## src/rtl/spi_slave_pkg.sv

```systemverilog
// spi_slave_pkg: register offsets, STATUS bit positions and FSM encoding shared by spi_slave.
`ifndef CPU_WIDTH
`define CPU_WIDTH 32
`endif
package spi_slave_pkg;
    localparam logic [3:0] ADDR_CTRL   = 4'h0;
    localparam logic [3:0] ADDR_STATUS = 4'h4;
    localparam logic [3:0] ADDR_TXDATA = 4'h8;
    localparam logic [3:0] ADDR_RXDATA = 4'hC;
    localparam int ST_RX_EMPTY   = 0;
    localparam int ST_RX_FULL    = 1;
    localparam int ST_RX_OVF     = 2;
    localparam int ST_SELECTED   = 3;
    localparam int ST_TX_PENDING = 4;
    typedef enum logic {S_IDLE = 1'b0, S_ACTIVE = 1'b1} state_e;
endpackage

```

## src/rtl/spi_slave_rx_fifo.sv

```systemverilog
// spi_slave_rx_fifo: synchronous byte FIFO; pops on empty are ignored, a push while full
// only lands when a pop frees the slot in the same cycle.
module spi_slave_rx_fifo #(
    parameter int DEPTH = 8
) (
    input  logic                     clk,
    input  logic                     rst_n,
    input  logic                     push,
    input  logic                     pop,
    input  logic [7:0]               wdata,
    output logic [7:0]               head,
    output logic                     full,
    output logic                     empty,
    output logic [$clog2(DEPTH):0]   count
);
    localparam int AW = $clog2(DEPTH);
    logic [7:0]    mem_q [DEPTH];
    logic [AW-1:0] wr_q, wr_d, rd_q, rd_d;
    logic [AW:0]   cnt_q, cnt_d;
    logic          do_push, do_pop;
    always_comb begin
        empty   = cnt_q == '0;
        full    = cnt_q == (AW+1)'(DEPTH);
        do_pop  = pop & ~empty;
        do_push = push & (~full | do_pop);
        wr_d    = wr_q + AW'(do_push);
        rd_d    = rd_q + AW'(do_pop);
        cnt_d   = cnt_q + (AW+1)'(do_push) - (AW+1)'(do_pop);
        head    = mem_q[rd_q];
        count   = cnt_q;
    end
    always_ff @(posedge clk or negedge rst_n) begin
        if (!rst_n) begin
            wr_q  <= '0;
            rd_q  <= '0;
            cnt_q <= '0;
        end else begin
            wr_q  <= wr_d;
            rd_q  <= rd_d;
            cnt_q <= cnt_d;
        end
    end
    always_ff @(posedge clk) begin
        if (do_push) mem_q[wr_q] <= wdata;
    end
endmodule

```

## src/rtl/spi_slave.sv

```systemverilog
// spi_slave: SPI mode-0 responder (8-bit, MSB first) with RX FIFO and TX holding register.
// Define SPI_SLAVE_IRQ_EN to add CTRL RXIE/OVFIE and drive int_sig_o.
module spi_slave
    import spi_slave_pkg::*;
#(
    parameter int         FIFO_DEPTH = 8,
    parameter logic [7:0] IDLE_BYTE  = 8'hFF
) (
    input  logic                  clk,
    input  logic                  rst_n,
    input  logic                  we_i,
    input  logic [`CPU_WIDTH-1:0] addr_i,
    input  logic [`CPU_WIDTH-1:0] data_i,
    output logic [`CPU_WIDTH-1:0] data_o,
    input  logic                  spi_clk,
    input  logic                  spi_ss,
    input  logic                  spi_mosi,
    output logic                  spi_miso,
    output logic                  spi_miso_oe,
    output logic                  int_sig_o
);
    localparam int DW = `CPU_WIDTH;
    localparam int CW = $clog2(FIFO_DEPTH) + 1;
`ifdef SPI_SLAVE_IRQ_EN
    localparam logic [2:0] CTRL_MASK = 3'b111;
`else
    localparam logic [2:0] CTRL_MASK = 3'b001;
`endif
    state_e          state_q, state_d;
    logic [2:0]      sclk_q, sclk_d, ss_q, ss_d, ctrl_q, ctrl_d, bit_cnt_q, bit_cnt_d;
    logic [1:0]      mosi_q, mosi_d;
    logic [7:0]      shift_rx_q, shift_rx_d, shift_tx_q, shift_tx_d, tx_buf_q, tx_buf_d;
    logic            tx_pend_q, tx_pend_d, ovf_q, ovf_d, push_q, push_d;
    logic            miso_q, miso_d, oe_q, oe_d;
    logic            sclk_rise, sclk_fall, ss_fall, ss_rise, load, pop, tx_wr;
    logic [3:0]      reg_addr;
    logic [7:0]      head;
    logic            full, empty;
    logic [CW-1:0]   count;
    logic [15:0]     status;
    logic            unused_bits;

    assign unused_bits = ^{addr_i[DW-1:4], data_i[DW-1:8]};

    spi_slave_rx_fifo #(.DEPTH(FIFO_DEPTH)) u_rx_fifo (
        .clk   (clk),
        .rst_n (rst_n),
        .push  (push_q),
        .pop   (pop),
        .wdata (shift_rx_q),
        .head  (head),
        .full  (full),
        .empty (empty),
        .count (count)
    );

    always_comb begin
        sclk_d    = {sclk_q[1:0], spi_clk};
        ss_d      = {ss_q[1:0], spi_ss};
        mosi_d    = {mosi_q[0], spi_mosi};
        sclk_rise = sclk_q[1] & ~sclk_q[2];
        sclk_fall = ~sclk_q[1] & sclk_q[2];
        ss_fall   = ~ss_q[1] & ss_q[2];
        ss_rise   = ss_q[1] & ~ss_q[2];
        reg_addr  = addr_i[3:0];
        pop       = we_i && reg_addr == ADDR_RXDATA;
        tx_wr     = we_i && reg_addr == ADDR_TXDATA;
        ctrl_d    = (we_i && reg_addr == ADDR_CTRL) ? data_i[2:0] & CTRL_MASK : ctrl_q;
        ovf_d     = (push_q & full & ~pop)
                  | (ovf_q & ~(we_i && reg_addr == ADDR_STATUS && data_i[ST_RX_OVF]));
        state_d    = state_q;
        bit_cnt_d  = bit_cnt_q;
        shift_rx_d = shift_rx_q;
        shift_tx_d = shift_tx_q;
        push_d     = 1'b0;
        load       = 1'b0;
        if (state_q == S_IDLE) begin
            if (ss_fall && ctrl_q[0]) begin
                state_d   = S_ACTIVE;
                bit_cnt_d = '0;
                load      = 1'b1;
            end
        end else if (ss_rise || !ctrl_q[0]) begin
            state_d = S_IDLE;
        end else if (sclk_rise) begin
            // 3-bit counter wraps 7->0 as the eighth bit lands
            shift_rx_d = {shift_rx_q[6:0], mosi_q[1]};
            bit_cnt_d  = bit_cnt_q + 3'd1;
            push_d     = bit_cnt_q == 3'd7;
            load       = bit_cnt_q == 3'd7;
        end else if (sclk_fall && bit_cnt_q != '0) begin
            shift_tx_d = {shift_tx_q[6:0], 1'b0};
        end
        if (load) shift_tx_d = tx_pend_q ? tx_buf_q : IDLE_BYTE;
        tx_buf_d  = tx_wr ? data_i[7:0] : tx_buf_q;
        tx_pend_d = tx_wr | (tx_pend_q & ~load);
        oe_d      = state_d == S_ACTIVE;
        miso_d    = oe_d & shift_tx_d[7];
    end

    always_comb begin
        status                = '0;
        status[ST_RX_EMPTY]   = empty;
        status[ST_RX_FULL]    = full;
        status[ST_RX_OVF]     = ovf_q;
        status[ST_SELECTED]   = state_q == S_ACTIVE;
        status[ST_TX_PENDING] = tx_pend_q;
        status[15:8]          = 8'(count);
        data_o = (reg_addr == ADDR_CTRL)             ? DW'(ctrl_q) :
                 (reg_addr == ADDR_STATUS)           ? DW'(status) :
                 (reg_addr == ADDR_RXDATA && !empty) ? DW'(head)   : '0;
    end

    always_ff @(posedge clk or negedge rst_n) begin
        if (!rst_n) begin
            state_q    <= S_IDLE;
            sclk_q     <= '0;
            ss_q       <= '1;
            mosi_q     <= '0;
            ctrl_q     <= '0;
            bit_cnt_q  <= '0;
            shift_rx_q <= '0;
            shift_tx_q <= '0;
            tx_buf_q   <= '0;
            tx_pend_q  <= 1'b0;
            ovf_q      <= 1'b0;
            push_q     <= 1'b0;
            miso_q     <= 1'b0;
            oe_q       <= 1'b0;
        end else begin
            state_q    <= state_d;
            sclk_q     <= sclk_d;
            ss_q       <= ss_d;
            mosi_q     <= mosi_d;
            ctrl_q     <= ctrl_d;
            bit_cnt_q  <= bit_cnt_d;
            shift_rx_q <= shift_rx_d;
            shift_tx_q <= shift_tx_d;
            tx_buf_q   <= tx_buf_d;
            tx_pend_q  <= tx_pend_d;
            ovf_q      <= ovf_d;
            push_q     <= push_d;
            miso_q     <= miso_d;
            oe_q       <= oe_d;
        end
    end

    assign spi_miso    = miso_q;
    assign spi_miso_oe = oe_q;

`ifdef SPI_SLAVE_IRQ_EN
    logic int_q, int_d, empty_next;
    // use next-cycle FIFO/ovf state so a pop or W1C drops the line on the same edge
    always_comb begin
        empty_next = (empty | ((count == CW'(1)) & pop)) & ~push_q;
        int_d      = (ctrl_d[1] & ~empty_next) | (ctrl_d[2] & ovf_d);
    end
    always_ff @(posedge clk or negedge rst_n) begin
        if (!rst_n) int_q <= 1'b0;
        else        int_q <= int_d;
    end
    assign int_sig_o = int_q;
`else
    assign int_sig_o = 1'b0;
`endif
endmodule

```

## config.mk

```make
export PLATFORM = sky130hd
export DESIGN_NAME = spi_slave
export DESIGN_NICKNAME = d
export VERILOG_FILES = /design/src/rtl/spi_slave_pkg.sv /design/src/rtl/spi_slave_rx_fifo.sv /design/src/rtl/spi_slave.sv
export SDC_FILE = /design/constraint.sdc
export NUM_CORES = 1
export LEC_CHECK = 0
export BUFFER_PORTS_ARGS = -buffer_cell sky130_fd_sc_hd__buf_2
export CORE_AREA = 4 4 105 107
export DETAILED_ROUTE_END_ITERATION = 16
export DIE_AREA = 0 0 109 111
export GPL_ROUTABILITY_DRIVEN = 0
export PLACE_DENSITY = 0.82
export SETUP_SLACK_MARGIN = 0.02
export SYNTH_ARGS = -nofsm -noshare
export SYNTH_HDL_FRONTEND = slang
export SYNTH_SLANG_ARGS = --single-unit
```

## constraint.sdc

```tcl
create_clock -name clk -period 3.8 [get_ports clk]
set_input_delay 0.38 -clock clk [delete_from_list [all_inputs] [get_ports clk]]
set_output_delay 0.38 -clock clk [all_outputs]
set_load 0.05 [all_outputs]
```

==> results of run 1 <==
[layer usage]
metal  global-route usage, %  wire [µm]  vias to the layer above
met3                   5.242        450                       17
met4                   7.492        220                        0
met5                       0          0                        -
met1                   22.46       3881                     1421
li1                        -          -                     1284
met2                   26.41       4798                       93
[Yosys cell counts (2+ instances only)]
cell | number | area (µm²)
ha_1 | 13 | 162.7
nor2_1 | 12 | 45.04
dfstp_2 | 3 | 78.83
nor2b_1 | 3 | 18.77
nor3_1 | 3 | 15.01
nand2_1 | 15 | 56.30
mux2_2 | 17 | 191.4
nand3b_1 | 3 | 22.52
a21oi_1 | 3 | 15.01
a21o_1 | 2 | 15.01
buf_4 | 25 | 187.7
o211ai_1 | 7 | 52.55
o21ai_0 | 7 | 35.03
a22o_1 | 2 | 17.52
mux4_2 | 16 | 360.4
buf_2 | 4 | 20.02
nand3_1 | 2 | 10.01
inv_1 | 12 | 45.04
xor2_1 | 3 | 26.28
clkbuf_1 | 2 | 7.510
nand2b_1 | 5 | 31.28
mux2i_1 | 8 | 80.08
nor4_1 | 2 | 12.51
nor4b_1 | 2 | 17.52
dfrtp_1 | 48 | 1201
edfxtp_1 | 64 | 1922
o22ai_1 | 6 | 37.54
and3_1 | 4 | 25.02
a22oi_1 | 6 | 45.04
[registers in the layout, summed over array words and instances, names as in the netlist]
register	cells
mosi_q	2
bit_cnt_q	3
shift_rx_q	8
u_rx_fifo.count	4
u_rx_fifo.wr_q	3
push_q	1
spi_miso	1
ss_q	3
u_rx_fifo.mem_q	64
tx_pend_q	1
sclk_q	3
shift_tx_q	8
ovf_q	1
ctrl_q	1
spi_miso_oe	1
tx_buf_q	8
u_rx_fifo.rd_q	3
[cell families (layout without fill, tap and decap cells)]
logic type / Yosys count / after routing / share of synthesized area, %
adders and majority gates: 14 / 14 / 3.674
and+or+nand+nor: 61 / 61 / 6.945
xor gates and xnor gates: 4 / 4 / 0.7047
AOI/OAI and AO/OA: 42 / 42 / 5.888
muxes: 42 / 42 / 13.01
other: 1 / 21 / 0.07542
DFF: 115 / 115 / 64.39
buffers and inverters: 44 / 87 / 5.309
[final cells by class]
cell class / count / area, µm²
Clock buffer: 20 / 425.4
Clock inverter: 11 / 137.6
Fill cell: 749 / 4318
Inverter: 13 / 48.80
Multi-Input combinational cell: 184 / 1582
Sequential cell: 115 / 3202
Tap cell: 136 / 170.2
Timing Repair Buffer: 43 / 255.2
[through the flow]
stage	hold WS [ns]	total power (µW)	instances	area, µm²	utilization (%)
floorplan	0.08441	2172	343	5047	-
global placement	0.2509	2282	487	5218	51.46
detailed placement	0.2564	2317	487	5218	51.46
CTS	0.05723	3854	522	5821	57.41
global route	0.06540	4004	522	5821	57.41
finish	0.07931	3823	522	5821	57.41
[power by group]
part | internal [µW] | total (µW) | switching [µW] | leakage [µW]
Sequential | 1460 | 1660 | 208 | 0.00121
Clock | 986 | 1510 | 524 | 0.000274
Combinational | 328 | 650 | 322 | 0.000924
[path summary, 6_finish.rpt]
check | endpoint | slack [ns] | startpoint
max in group asynchronous | ss_q[1]$_DFF_PN1_ | 2.74 | rst_n
setup / recovery | data_o[6] | 0.83 | u_rx_fifo.rd_q[0]$_DFF_PN0_
hold reg to reg | sclk_q[1]$_DFF_PN0_ | 0.35 | sclk_q[0]$_DFF_PN0_
min in group asynchronous | ovf_q$_DFF_PN0_ | 0.25 | rst_n
setup reg to reg | u_rx_fifo.mem_q[7][5]$_DFFE_PP_ | 1.40 | u_rx_fifo.count[2]$_DFF_PN0_
hold / removal | ovf_q$_DFF_PN0_ | 0.08 | we_i
[repair_timing]
action                                  4_1_cts  5_1_grt
endpoints found under the setup margin        0        0
endpoints found under the hold margin        12        0
hold buffers                                  4        0
==> impl_metrics.toml, run 1 <==
[logic_synthesis]
synth_cell_types = 53
yosys_warnings = 0
netlist_instances = 323
yosys_most_used_dff = "edfxtp_1"
syn_area_um2 = 4972
avgSynthCellArea_um2 = 15.39
synth-edff-count = 64
ys_seq_area_share_pct = 64.39
ys_ff_latch = 115
synthArstFlopShare_pct = 44.35

[timing]
slew_headroom_pct = 34.54
finalMaxSlewViolations = 0
hold_viol = 0
period_needed_ns = 2.967
fin_ws_ns = 0.8334
grt_setup_unrepaired = "no"
setup_viol = 0
worst_pin_slew_ns = 0.9783
period_share_pct = 78.07
tns_ns = 0
skew_ns = 0.01159
max_freq_ghz = 0.3371

[detailed_routing]
totalWireLength_um = 9350
post-route-drc-count = 0
viasPerCell = 5.393
via_count = 2815
antenna_left = 0
drt_first_pass_iters = 4
drt_iter0_drc = 264
wl_per_cell_um = 17.91

[clocking]
clk_latency_ns = 0.52
cts.sinks = 115
post_cts.repair.setup_buffers = 0
clkTransAtPathRegs_ns = 0.06
cts_buffer_depth = 2
htree_levels = 4
cts-root-buf = "clkbuf_8"
tritoncts = "built"
numCtsBuffers = 17
cts_resized = 0

[critical_path]
end_kind = "output pin"
cp_slowest_cell = "dfrtp_1"
r2r_cells = 5
critical_path.cell_chain = "buf_4 -> mux4_2 -> mux2i_1 -> nor2_1 -> buf_2"
start_kind = "flip-flop"
cp.depth = 5
slowest_delay_ns = 0.86
cp.required_ns = 3.42
crit_arrival_ns = 2.59
critPathMaxFanout = 13
cp_top_family = "flip-flops"
critical_path_class = "flip-flop to output pin"
critPathBufInv = 2

[placement]
place_ws_ns = 1.307
io_buffers = 31
place_hpwl_um = 5588

[floorplan]
row_count = 37
fp.dieH_um = 111
coreArea_um2 = 10140
ios = 105
die_w_um = 109
dieArea_um2 = 12100
start_util_pct = 49.04

[finish]
layout_common_cells = "edfxtp_1 (64), dfrtp_1 (48), buf_2 (31)"
diodes = 0
nets = 458
final_common_cell = "edfxtp_1"
drive_above_1_share_pct = 27.72
syn_to_final_growth_pct = 17.06

[global_route]
grt_pass1_vias = 2905
grt_pass1_wl_um = 15430
grt_max_degree = 43
grt_use_total_pct = 17.18
grt_overflow = 0
grt_antenna_before_repair = 0

[worst_hold_path]
hp-class = "input pin to flip-flop"
whs_path_depth = 2

[run_status]
outcome = "finished clean"

[flow_run]
cap_violations = 0

[power_and_ir_drop]
p_leak_uw = 0.002409
power_density_nw_per_um2 = 656.8
vdd_drop_max_mv = 0.4029
Power figures use the tool's default switching activity.
==> run 2, diff against run 1 <==
==> constraint.sdc (replaced) <==
create_clock -name clk -period 2.85 [get_ports clk]
set_input_delay 0.285 -clock clk [delete_from_list [all_inputs] [get_ports clk]]
set_output_delay 0.285 -clock clk [all_outputs]
set_load 0.05 [all_outputs]
==> run 2 against run 1 <==
Effect of this change:
- total power is 33% higher
- clock skew is 0.0017 ns lower
- worst setup slack lost 0.62 ns
- sequential share of layout area decreased by 1.0 points
- worst hold slack got worse by 0.058 ns
- sequential power up 30%
- combinational power increased by 45%
- via count up 3.6%
- first-iteration DRC count down 17%
- register-to-register slack worse by 0.94 ns
- count of clock-buffer cells in the layout shrank 2
- highest routed layer unchanged
==> impl_metrics.toml, run 2 (synthesized netlist as in run 1, its figures left out) <==
[run_status]
outcome = "finished clean"

[critical_path]
critical_path_class = "flip-flop to output pin"
end_kind = "output pin"
slowest_delay_ns = 0.56
startpoint = "u_rx_fifo.rd_q[0]$_DFF_PN0_"
critical_path.cell_chain = "buf_4 -> mux4_2 -> mux2i_1 -> o21ai_0 -> buf_2"
cp.required_ns = 2.57
critPathMaxFanout = 16
cp_slowest_cell = "mux4_2"
crit_arrival_ns = 2.35
cp_top_family = "multiplexers"
reg2reg_from = "u_rx_fifo.count[2]$_DFF_PN0_"
critPathBufInv = 2
start_kind = "flip-flop"

[clocking]
clkTransAtPathRegs_ns = 0.05
cts.sinks = 115
cts_buffer_depth = 2
cts-root-buf = "clkbuf_8"
htree_levels = 4
clk_latency_ns = 0.52
tritoncts = "built"
numCtsBuffers = 17

[timing]
period_needed_ns = 2.636
finalMaxSlewViolations = 0
fin_ws_ns = 0.2136
period_share_pct = 92.51
setup_viol = 0
skew_ns = 0.009913
hold_viol = 0
hold_slack_ns = 0.02118
max_freq_ghz = 0.3793
grt_setup_unrepaired = "no"
slew_headroom_pct = 53.68
tns_ns = 0
worst_pin_slew_ns = 0.6947

[finish]
multi_input_area_um2 = 1582
fillers = 726
fin_area_um2 = 5931
syn_to_final_growth_pct = 19.28
diodes = 0
largest_reg_flops = 64
nets = 470
seq_area_um2 = 3203
final_common_cell = "edfxtp_1"
layout.cells.non_filler = 535
regMostFlops = "u_rx_fifo.mem_q"
drive_above_1_share_pct = 28.07
layout_common_cells = "edfxtp_1 (64), dfrtp_1 (47), buf_2 (31)"

[global_route]
grt_max_degree = 33
grt_pass1_vias = 3084
grt_overflow = 0
grt_antenna_before_repair = 0
grt_pass1_wl_um = 16040
grt_use_total_pct = 17.92

[detailed_routing]
via_count = 2916
viasPerCell = 5.450
post-route-drc-count = 0
wl_per_cell_um = 18.23
totalWireLength_um = 9752
antenna_left = 0
drt_first_pass_iters = 4
drt_iter0_drc = 218

[floorplan]
dieArea_um2 = 12100
fp.dieH_um = 111
start_util_pct = 49.04
ios = 105
coreArea_um2 = 10140
die_w_um = 109
row_count = 37

[placement]
place_ws_ns = 0.4833
io_buffers = 31
placed_area_um2 = 5248
dp.cells = 491
place_hpwl_um = 6029

[power_and_ir_drop]
p_int_uw = 3697
power_density_nw_per_um2 = 859.2
power.switching_uw = 1398
vdd_drop_max_mv = 0.4254
clkPwrFrac_pct = 39.2
p_leak_uw = 0.002463
power_frac_seq_pct = 42.4
swShare_pct = 27.44
combPwrFrac_pct = 18.5

[flow_run]
cap_violations = 0

[worst_hold_path]
hp-class = "input pin to flip-flop"
min_from = "data_i[3]"
run 2: area by class of cell:
| class | instances | area share, % |
|---|---|---|
| Tap cell | 136 | 2.869 |
| Clock inverter | 14 | 2.426 |
| Sequential cell | 115 | 54.01 |
| Timing Repair Buffer | 55 | 6.160 |
| Multi-Input combinational cell | 184 | 26.67 |
| Clock buffer | 18 | 7.046 |
| Inverter | 13 | 0.8228 |
run 2: per-stage QoR:
| stage | util (%) | total power, µW |
|---|---|---|
| after floorplan | - | 2895 |
| after global placement | 51.76 | 3054 |
| after detailed placement | 51.76 | 3107 |
| after CTS | 58.48 | 5138 |
| after global routing | 58.50 | 5335 |
| final | 58.50 | 5096 |
run 2: worst paths after layout:
path | slack, ns | endpoint | cells after the start
min in group asynchronous | 0.35 | u_rx_fifo.wr_q[0]$_DFF_PN0_ | 2
max in group asynchronous | 1.70 | ss_q[0]$_DFF_PN1_ | 3
min | 0.02 | tx_buf_q[3]$_DFFE_PN0P_ | 2
max | 0.21 | data_o[4] | 5
max reg2reg | 0.46 | u_rx_fifo.count[2]$_DFF_PN0_ | 10
min reg2reg | 0.35 | sclk_q[1]$_DFF_PN0_ | 0
run 2: routing by layer:
metal / track usage (%) / vias up / routed length (µm)
li1: - / 1310 / -
met1: 21.78 / 1469 / 3939
met2: 28.42 / 107 / 5021
met3: 4.892 / 30 / 467
met4: 10.35 / 0 / 325
met5: 0 / - / 0
run 2: power by group through the flow:
| stage | Sequential [µW] | Clock (µW) | Combinational (µW) |
|---|---|---|---|
| global placement | 2160 | 0 | 892 |
| detailed placement | 2180 | 0 | 927 |
| floorplan | 2090 | 0 | 808 |
| CTS | 2150 | 2030 | 956 |
| global route | 2190 | 2110 | 1040 |
| finish | 2160 | 2000 | 942 |
run 2: repair_timing:
| action | in CTS | in global routing |
|---|---|---|
| setup buffers | 0 | 0 |
| endpoints found under the setup margin | 0 | 1 |
| hold endpoints to repair | 41 | 0 |
| resized for setup | 0 | 1 |
| hold buffers | 12 | 0 |
